`src/rtl/spi_puf_responder.sv`:
```
// SPI mode-0 slave front end for the RO-PUF: command decode, challenge launch,
// status reporting and 32-byte response readout, all sampled on clk.
module spi_puf_responder #(
    parameter logic [7:0] SYNC_BYTE = 8'hA5
) (
    input  logic         clk,
    input  logic         reset,
    input  logic         sclk,
    input  logic         cs_n,
    input  logic         mosi,
    output logic         miso,
    output logic [7:0]   puf_challenge,
    output logic         puf_start,
    input  logic [255:0] puf_response,
    input  logic         puf_done
);

    typedef enum logic [2:0] {
        S_IDLE,
        S_CMD,
        S_CHAL,
        S_STAT,
        S_RESP,
        S_DISCARD
    } state_t;

    state_t       state_q, state_d;
    logic [2:0]   sclk_sync_q, sclk_sync_d;
    logic [2:0]   cs_sync_q, cs_sync_d;
    logic [1:0]   mosi_sync_q, mosi_sync_d;
    logic [2:0]   bit_cnt_q, bit_cnt_d;
    logic [5:0]   byte_cnt_q, byte_cnt_d;
    logic [7:0]   rx_q, rx_d;
    logic [7:0]   tx_q, tx_d;
    logic         miso_q, miso_d;
    logic [7:0]   chal_q, chal_d;
    logic         start_q, start_d;
    logic         busy_q, busy_d;
    logic         valid_q, valid_d;
    logic         err_ovr_q, err_ovr_d;
    logic         err_cmd_q, err_cmd_d;
    logic [255:0] shadow_q, shadow_d;

    logic         sclk_rise, sclk_fall, cs_rise, cs_fall;
    logic [7:0]   rx_next;
    logic [7:0]   resp_idx;
    logic [7:0]   resp_byte;
    logic [7:0]   status_byte;

    // Index [0] is the first sync stage, [1] the synchronised value, [2] its previous value.
    assign sclk_rise = sclk_sync_q[1] & ~sclk_sync_q[2];
    assign sclk_fall = ~sclk_sync_q[1] & sclk_sync_q[2];
    assign cs_rise   = cs_sync_q[1] & ~cs_sync_q[2];
    assign cs_fall   = ~cs_sync_q[1] & cs_sync_q[2];

    assign resp_idx    = 8'd255 - {byte_cnt_q[4:0], 3'b000};
    assign resp_byte   = (valid_q && !byte_cnt_q[5]) ? shadow_q[resp_idx -: 8] : 8'h00;
    assign status_byte = {busy_q, valid_q, err_ovr_q, err_cmd_q, 4'b0000};

    always_comb begin
        sclk_sync_d = {sclk_sync_q[1:0], sclk};
        cs_sync_d   = {cs_sync_q[1:0], cs_n};
        mosi_sync_d = {mosi_sync_q[0], mosi};
        state_d     = state_q;
        bit_cnt_d   = bit_cnt_q;
        byte_cnt_d  = byte_cnt_q;
        rx_d        = rx_q;
        tx_d        = tx_q;
        miso_d      = miso_q;
        chal_d      = chal_q;
        start_d     = 1'b0;
        busy_d      = busy_q;
        valid_d     = valid_q;
        err_ovr_d   = err_ovr_q;
        err_cmd_d   = err_cmd_q;
        shadow_d    = shadow_q;
        rx_next     = {rx_q[6:0], mosi_sync_q[1]};

        // Completion is applied first so a challenge finishing this cycle sees busy cleared.
        if (puf_done && busy_q) begin
            shadow_d = puf_response;
            valid_d  = 1'b1;
            busy_d   = 1'b0;
        end

        if (cs_rise) begin
            state_d    = S_IDLE;
            bit_cnt_d  = '0;
            byte_cnt_d = '0;
            miso_d     = 1'b0;
        end else if (state_q == S_IDLE) begin
            miso_d = 1'b0;
            if (cs_fall) begin
                state_d    = S_CMD;
                bit_cnt_d  = '0;
                byte_cnt_d = '0;
                tx_d       = {SYNC_BYTE[6:0], 1'b0};
                miso_d     = SYNC_BYTE[7];
            end
        end else begin
            if (sclk_fall) begin
                miso_d = tx_q[7];
                tx_d   = {tx_q[6:0], 1'b0};
            end
            if (sclk_rise) begin
                rx_d      = rx_next;
                bit_cnt_d = bit_cnt_q + 3'd1;
                if (bit_cnt_q == 3'd7) begin
                    tx_d = 8'h00;
                    case (state_q)
                        S_CMD: begin
                            case (rx_next)
                                8'h01: state_d = S_CHAL;
                                8'h02: begin
                                    state_d = S_STAT;
                                    tx_d    = status_byte;
                                end
                                8'h03: begin
                                    state_d    = S_RESP;
                                    tx_d       = resp_byte;
                                    byte_cnt_d = 6'd1;
                                end
                                default: begin
                                    state_d   = S_DISCARD;
                                    err_cmd_d = 1'b1;
                                    tx_d      = 8'hEE;
                                end
                            endcase
                        end
                        S_CHAL: begin
                            state_d = S_DISCARD;
                            if (!busy_d) begin
                                chal_d  = rx_next;
                                start_d = 1'b1;
                                busy_d  = 1'b1;
                                valid_d = 1'b0;
                            end else begin
                                err_ovr_d = 1'b1;
                            end
                        end
                        S_STAT: begin
                            state_d   = S_DISCARD;
                            err_ovr_d = 1'b0;
                            err_cmd_d = 1'b0;
                        end
                        S_RESP: begin
                            tx_d = resp_byte;
                            if (!byte_cnt_q[5]) byte_cnt_d = byte_cnt_q + 6'd1;
                        end
                        default: tx_d = 8'h00;
                    endcase
                end
            end
        end
    end

    always_ff @(posedge clk) begin
        if (reset) begin
            state_q     <= S_IDLE;
            sclk_sync_q <= '0;
            // Chip select history resets low so a cs_n already low cannot look like a fresh fall.
            cs_sync_q   <= '0;
            mosi_sync_q <= '0;
            bit_cnt_q   <= '0;
            byte_cnt_q  <= '0;
            rx_q        <= '0;
            tx_q        <= '0;
            miso_q      <= 1'b0;
            chal_q      <= '0;
            start_q     <= 1'b0;
            busy_q      <= 1'b0;
            valid_q     <= 1'b0;
            err_ovr_q   <= 1'b0;
            err_cmd_q   <= 1'b0;
            shadow_q    <= '0;
        end else begin
            state_q     <= state_d;
            sclk_sync_q <= sclk_sync_d;
            cs_sync_q   <= cs_sync_d;
            mosi_sync_q <= mosi_sync_d;
            bit_cnt_q   <= bit_cnt_d;
            byte_cnt_q  <= byte_cnt_d;
            rx_q        <= rx_d;
            tx_q        <= tx_d;
            miso_q      <= miso_d;
            chal_q      <= chal_d;
            start_q     <= start_d;
            busy_q      <= busy_d;
            valid_q     <= valid_d;
            err_ovr_q   <= err_ovr_d;
            err_cmd_q   <= err_cmd_d;
            shadow_q    <= shadow_d;
        end
    end

    assign miso          = miso_q;
    assign puf_challenge = chal_q;
    assign puf_start     = start_q;

endmodule

```
`config.mk`:
```
export PLATFORM = sky130hd
export DESIGN_NAME = spi_puf_responder
export DESIGN_NICKNAME = d
export VERILOG_FILES = /design/src/rtl/spi_puf_responder.sv
export SDC_FILE = /design/constraint.sdc
export NUM_CORES = 1
export LEC_CHECK = 0
export ABC_AREA = 1
export CELL_PAD_IN_SITES_DETAIL_PLACEMENT = 0
export CELL_PAD_IN_SITES_GLOBAL_PLACEMENT = 1
export CORE_MARGIN = 3
export CORE_UTILIZATION = 39
export CTS_CLUSTER_DIAMETER = 40
export DETAILED_ROUTE_END_ITERATION = 10
export PLACE_DENSITY_LB_ADDON = 0.1
export SLEW_MARGIN = 0
export SYNTH_ARGS = -nofsm -noshare
export SYNTH_HDL_FRONTEND = slang
export SYNTH_SLANG_ARGS = --single-unit
```
`constraint.sdc`:
```
create_clock -name clk -period 4.6 [get_ports clk]
set_input_delay 0.92 -clock clk [delete_from_list [all_inputs] [get_ports clk]]
set_output_delay 0.92 -clock clk [all_outputs]
set_load 0.05 [all_outputs]
```
; ---- Yosys cells after proc, flatten, opt, wreduce, memory -nomap -nowiden
; Index checks and enable logic that the tools add are counted.
; Widths: inputs -> output; s select.
[word_totals]
regBits = 305
[classes]
add_sub_neg = 3
eq_ne = 13
shifts = 1
muxes = 45
bitwise_logic = 14
reduce_logical = 24
[ops]
columns = operator, count
row1 = $shiftx 263x9->8, 1
row2 = $mux 8, 6
row3 = $mux 6, 6
row4 = $pmux 8 s3, 1
row5 = $reduce_and 6->1, 4
row6 = $mux 3, 7
row7 = $mux 1, 19
row8 = $eq 8x2->1 const B, 2
row9 = $pmux 8 s2, 1
row10 = $pmux 6 s2, 1
row11 = $not 1->1, 10
row12 = $reduce_bool 2->1, 5
row13 = $pmux 3 s3, 1
row14 = $eq 8x1->1 const B, 1
row15 = $sub 8x8->8 const A, 1
row16 = $add 6x1->6 const B, 1
row17 = $eq 3x2->1 const B, 2
row18 = $eq 3x3->1 const B, 2
row19 = $ne 2x2->1 const B, 3
row20 = $ne 3x3->1 const B, 2
row21 = $pmux 3 s2, 1
row22 = $reduce_bool 3->1, 2
row23 = $reduce_or 6->1, 1
row24 = $reduce_and 5->1, 1
row25 = other kinds (12), 19

; ---- Depth between registers and ports, before layout
[depth]
depth_word = 8
mapped_depth = 14

; ---- Worst setup path after synthesis
; No wires, ideal clock.
[synth_timing]
kind = in2reg
from = input port reset
to = register shadow_q[189]
setup_time_ps = 65
arrival_time_ps = 1957
t_required_ps = 4535
slack_ps = 2578
path_stages = 6
path_cell_list = clkbuf_1 -> inv_1 -> clkbuf_1 -> clkbuf_1 -> o21ai_0 -> nor2_1
[synth_lines]
columns = element, line_no
row1 = "start, declared", 7  ; input logic reset,
row2 = "end signal, assigned", 192  ; shadow_q <= shadow_d;
row3 = "end, declared", 42  ; logic [255:0] shadow_q, shadow_d;

; ---- Worst setup path in the final report
[layout_timing]
from = register byte_cnt_q[1]
to = register tx_q[0]
[layout_between]
elab_chain_cells = 8
[layout_rtl]
columns = element, line_no
row1 = "start, declared", 32  ; logic [5:0] byte_cnt_q, byte_cnt_d;
row2 = "start signal, assigned", 182  ; byte_cnt_q <= byte_cnt_d;
row3 = $sub 8x8->8 (*), 56  ; assign resp_idx = 8'd255 - {byte_cnt_q[4:0], 3'b000};
row4 = $shiftx 263x9->8 (*), 57  ; assign resp_byte = (valid_q && !byte_cnt_q[5]) ? shadow_q[resp_idx -: 8] : 8'h00;
row5 = $mux 8 (*), 57
row6 = $pmux 8 s3, 112  ; case (rx_next)
row7 = $pmux 8 s2 (*), 110  ; case (state_q)
row8 = $mux 8 (*), 108  ; if (bit_cnt_q == 3'd7) begin
row9 = $mux 8 (*), 105  ; if (sclk_rise) begin
row10 = $mux 8 (*), 91  ; end else if (state_q == S_IDLE) begin
row11 = "end signal, assigned", 184  ; tx_q <= tx_d;
row12 = "end, declared", 34  ; logic [7:0] tx_q, tx_d;
; Every way passes the cells marked *; elsewhere a longest branch is shown, timed or not.
; A chain may end at the register's enable or synchronous reset.

==> results.sh <==
export IMPL_hold_ws_ps=406
export IMPL_final_common_cell="nor2_1"
export IMPL_crit_end="tx_q[0]$_SDFFE_PP0P_"
export IMPL_grt_pass1_vias=12400
export IMPL_dr_pass1_iters=5
export IMPL_met2_length_um=19800
export IMPL_drtIter0Drc=757
export IMPL_drv_cap=0
export IMPL_grt_max_degree=187
export IMPL_finalCritPeriodShare_pct=58.7
export IMPL_p_leak_uw=0.00653
export IMPL_cts_tree="yes"
export IMPL_yosysTopAreaCell="dfxtp_1"
export IMPL_drive_above_1_share_pct=6.54
export IMPL_clk_pin_slew_ps=60
export IMPL_cts_max_level=2
export IMPL_core_sq_um=33600
export IMPL_path_max_fanout=66
export IMPL_clock_power_share_pct=55.1
export IMPL_cts_resized=0
export IMPL_fin_area_sq_um=17900
export IMPL_yosys_top_cells_area="dfxtp_1, o21ai_0, nor2_1, a21oi_1, nand2_1"
export IMPL_dieArea_sq_um=36500
export IMPL_dp_hpwl_um=29400
export IMPL_synth_area_per_cell_sq_um=7.05
export IMPL_timing_rr_end="tx_q[0]$_SDFFE_PP0P_"
export IMPL_min_path_type="flip-flop to flip-flop"
export IMPL_portBuffers=271
export IMPL_final_nets=2351
export IMPL_start_kind="flip-flop"
export IMPL_antenna_cells=0
export IMPL_antenna_found_initial=1
export IMPL_worstSetupPathType="flip-flop to flip-flop"
export IMPL_r2r_start="byte_cnt_q[1]$_SDFFE_PP0P_"
export IMPL_worstSetupStartpoint="byte_cnt_q[1]$_SDFFE_PP0P_"
export IMPL_yosysSeqAreaShare_pct=45.8
export IMPL_synth_warnings=0
export IMPL_clock_latency_ps=550
export IMPL_worstRegToRegCells=11
export IMPL_dieHeight_um=191
export IMPL_synth_seq_cells=305
export IMPL_placed_area_sq_um=16200
export IMPL_root_buffer="clkbuf_16"
export IMPL_hold_viol=0
export IMPL_final_cell_mix="nor2_1, o21ai_0, dfxtp_1"
export IMPL_grt_pass1_wl_um=67100
export IMPL_cts_sinks=305
export IMPL_io_pins=272
export IMPL_fin_worst_skew_ps=22.1
export IMPL_min_period_ps=2700
export IMPL_setup_tns_ps=0
export IMPL_gp_congestion=0.815
export IMPL_grt_overflow=0
export IMPL_critPathRequiredTime_ps=5060
export IMPL_switching_power_uw=1530
export IMPL_swShare_pct=22.1
export IMPL_synth_nets=2157
export IMPL_area_growth_pct=34.5
export IMPL_wl_met1_um=19500
export IMPL_postCtsHoldBufs=0
export IMPL_synth_top_area_share_pct=45.8
export IMPL_seq_power_share_pct=38.4
export IMPL_tightest_slew_ps=932
export IMPL_postCtsSetupBuffers=0
export IMPL_grt_use_total_pct=22.9
export IMPL_viasPerCell=5.06
export IMPL_ant_nets=0
export IMPL_initial_core_util_pct=39.7
export IMPL_p_int_uw=5400
export IMPL_synth_cell_type_count=40
export IMPL_cp_end_kind="flip-flop"
export IMPL_setup_violations_final=0
export IMPL_highest_layer="met5"
export IMPL_fmaxAchievable_ghz=0.370
export IMPL_die_w_um=191
export IMPL_p_comb_share_pct=6.5
export IMPL_relSlewSlack_pct=37.8
export IMPL_wl_met3_um=2890
export IMPL_synth_area_sq_um=13300
export IMPL_crit_arrival_ps=3170
export IMPL_r2r_slack_ps=1900
export IMPL_num_vias=13000
export IMPL_powerDensity_nw_per_um2=386
export IMPL_routed_wl_um=43200
export IMPL_cts_buffer_depth=3
export IMPL_syn_inst=1892
export IMPL_drc=0
export IMPL_ir_worst_vdd_mv=0.255
export IMPL_fp_row_count=67
export IMPL_drv_slew=0
export IMPL_numCtsBuffers=46
export IMPL_outcome="finished clean"
export IMPL_rsz0062_at_grt="false"
export IMPL_wl_per_cell_um=16.8
## power groups by stage
stage / Sequential [uW] / Clock, uW / Combinational, uW
2_1_floorplan: 2710 / 0 / 165
3_3_place_gp: 2720 / 0 / 457
3_5_place_dp: 2720 / 0 / 453
4_1_cts: 2660 / 3870 / 457
5_1_grt: 2660 / 3990 / 493
6_report: 2660 / 3810 / 453
## per-layer routing
layer,up-vias,global-route usage [%]
li1,6651,-
met1,5938,31.6
met2,355,37.4
met3,61,3.85
met4,2,5.96
met5,-,0
## final cells by class
class	instances	area, sq um
Inverter	150	578
Tap cell	448	561
Timing Repair Buffer	283	2870
Clock buffer	58	1320
Fill cell	3305	15700
Multi-Input combinational cell	1300	6120
Clock inverter	28	398
Sequential cell	305	6110
## how the worst min path moves through the flow
stage | slack (ps) | end | from | depth (start not counted)
finish | 410 | cs_sync_q[1]$_SDFF_PP0_ | cs_sync_q[0]$_SDFF_PP0_ | 2
global route | 430 | cs_sync_q[1]$_SDFF_PP0_ | cs_sync_q[0]$_SDFF_PP0_ | 2
CTS | 410 | sclk_sync_q[1]$_SDFF_PP0_ | sclk_sync_q[0]$_SDFF_PP0_ | 2
detailed placement | 400 | sclk_sync_q[1]$_SDFF_PP0_ | sclk_sync_q[0]$_SDFF_PP0_ | 2
global placement | 400 | mosi_sync_q[1]$_SDFF_PP0_ | mosi_sync_q[0]$_SDFF_PP0_ | 2
floorplan | 390 | cs_sync_q[1]$_SDFF_PP0_ | cs_sync_q[0]$_SDFF_PP0_ | 2
## per-stage QoR
| stage | util [%] | setup slack, ps | std cells | power [uW] |
|---|---|---|---|---|
| 6_report | 53.4 | 1900 | 2572 | 6930 |
| 5_1_grt | 53.4 | 1660 | 2572 | 7140 |
| 4_1_cts | 53.4 | 1890 | 2572 | 6990 |
| 3_5_place_dp | 48.3 | 1830 | 2486 | 3170 |
| 3_3_place_gp | 48.3 | 1830 | 2486 | 3170 |
| 2_1_floorplan | - | 2580 | 1892 | 2870 |
## critical path: stages (launching register included)
cell     delay [ps]
dfxtp_4         710
buf_4           700
o21ai_1         170
o22ai_1         380
nand2_1          90
nand2_1          80
inv_1            60
nand3_1         110
nand3_1          90
nand2_1          60
nand2_1          50
a21oi_1         130
## cell families (layout without fill, tap and decap cells)
family | Yosys count | count (layout) | synth area share (%)
compound gates | 607 | 607 | 24.2
simple gates | 688 | 688 | 21.1
fa+ha+maj | 3 | 3 | 0.281
flops | 305 | 305 | 45.8
xor+xnor | 2 | 2 | 0.131
buf+inv | 287 | 519 | 8.44
## registers in the layout, indices dropped and copies added, names as in the netlist, 2 cells and up
register,cells
tx_q,8
rx_q,7
bit_cnt_q,3
cs_sync_q,3
state_q,3
sclk_sync_q,3
byte_cnt_q,6
puf_challenge,8
shadow_q,256
mosi_sync_q,2
## synth_stat cells, drive strengths merged
library cell / number
nor4: 1
dfxtp: 305
or2: 1
and2: 1
o211a: 1
nand3: 92
a21oi: 167
nor3: 4
inv: 147
a31oi: 4
nand4: 7
xor2: 2
and3: 1
a311oi: 1
a211oi: 3
clkinv: 3
nor2: 422
clkbuf: 101
ha: 3
o21ai: 383
a22oi: 1
o211ai: 42
nand2: 159
o22ai: 5
buf: 36
Power figures use the tool's default switching activity.
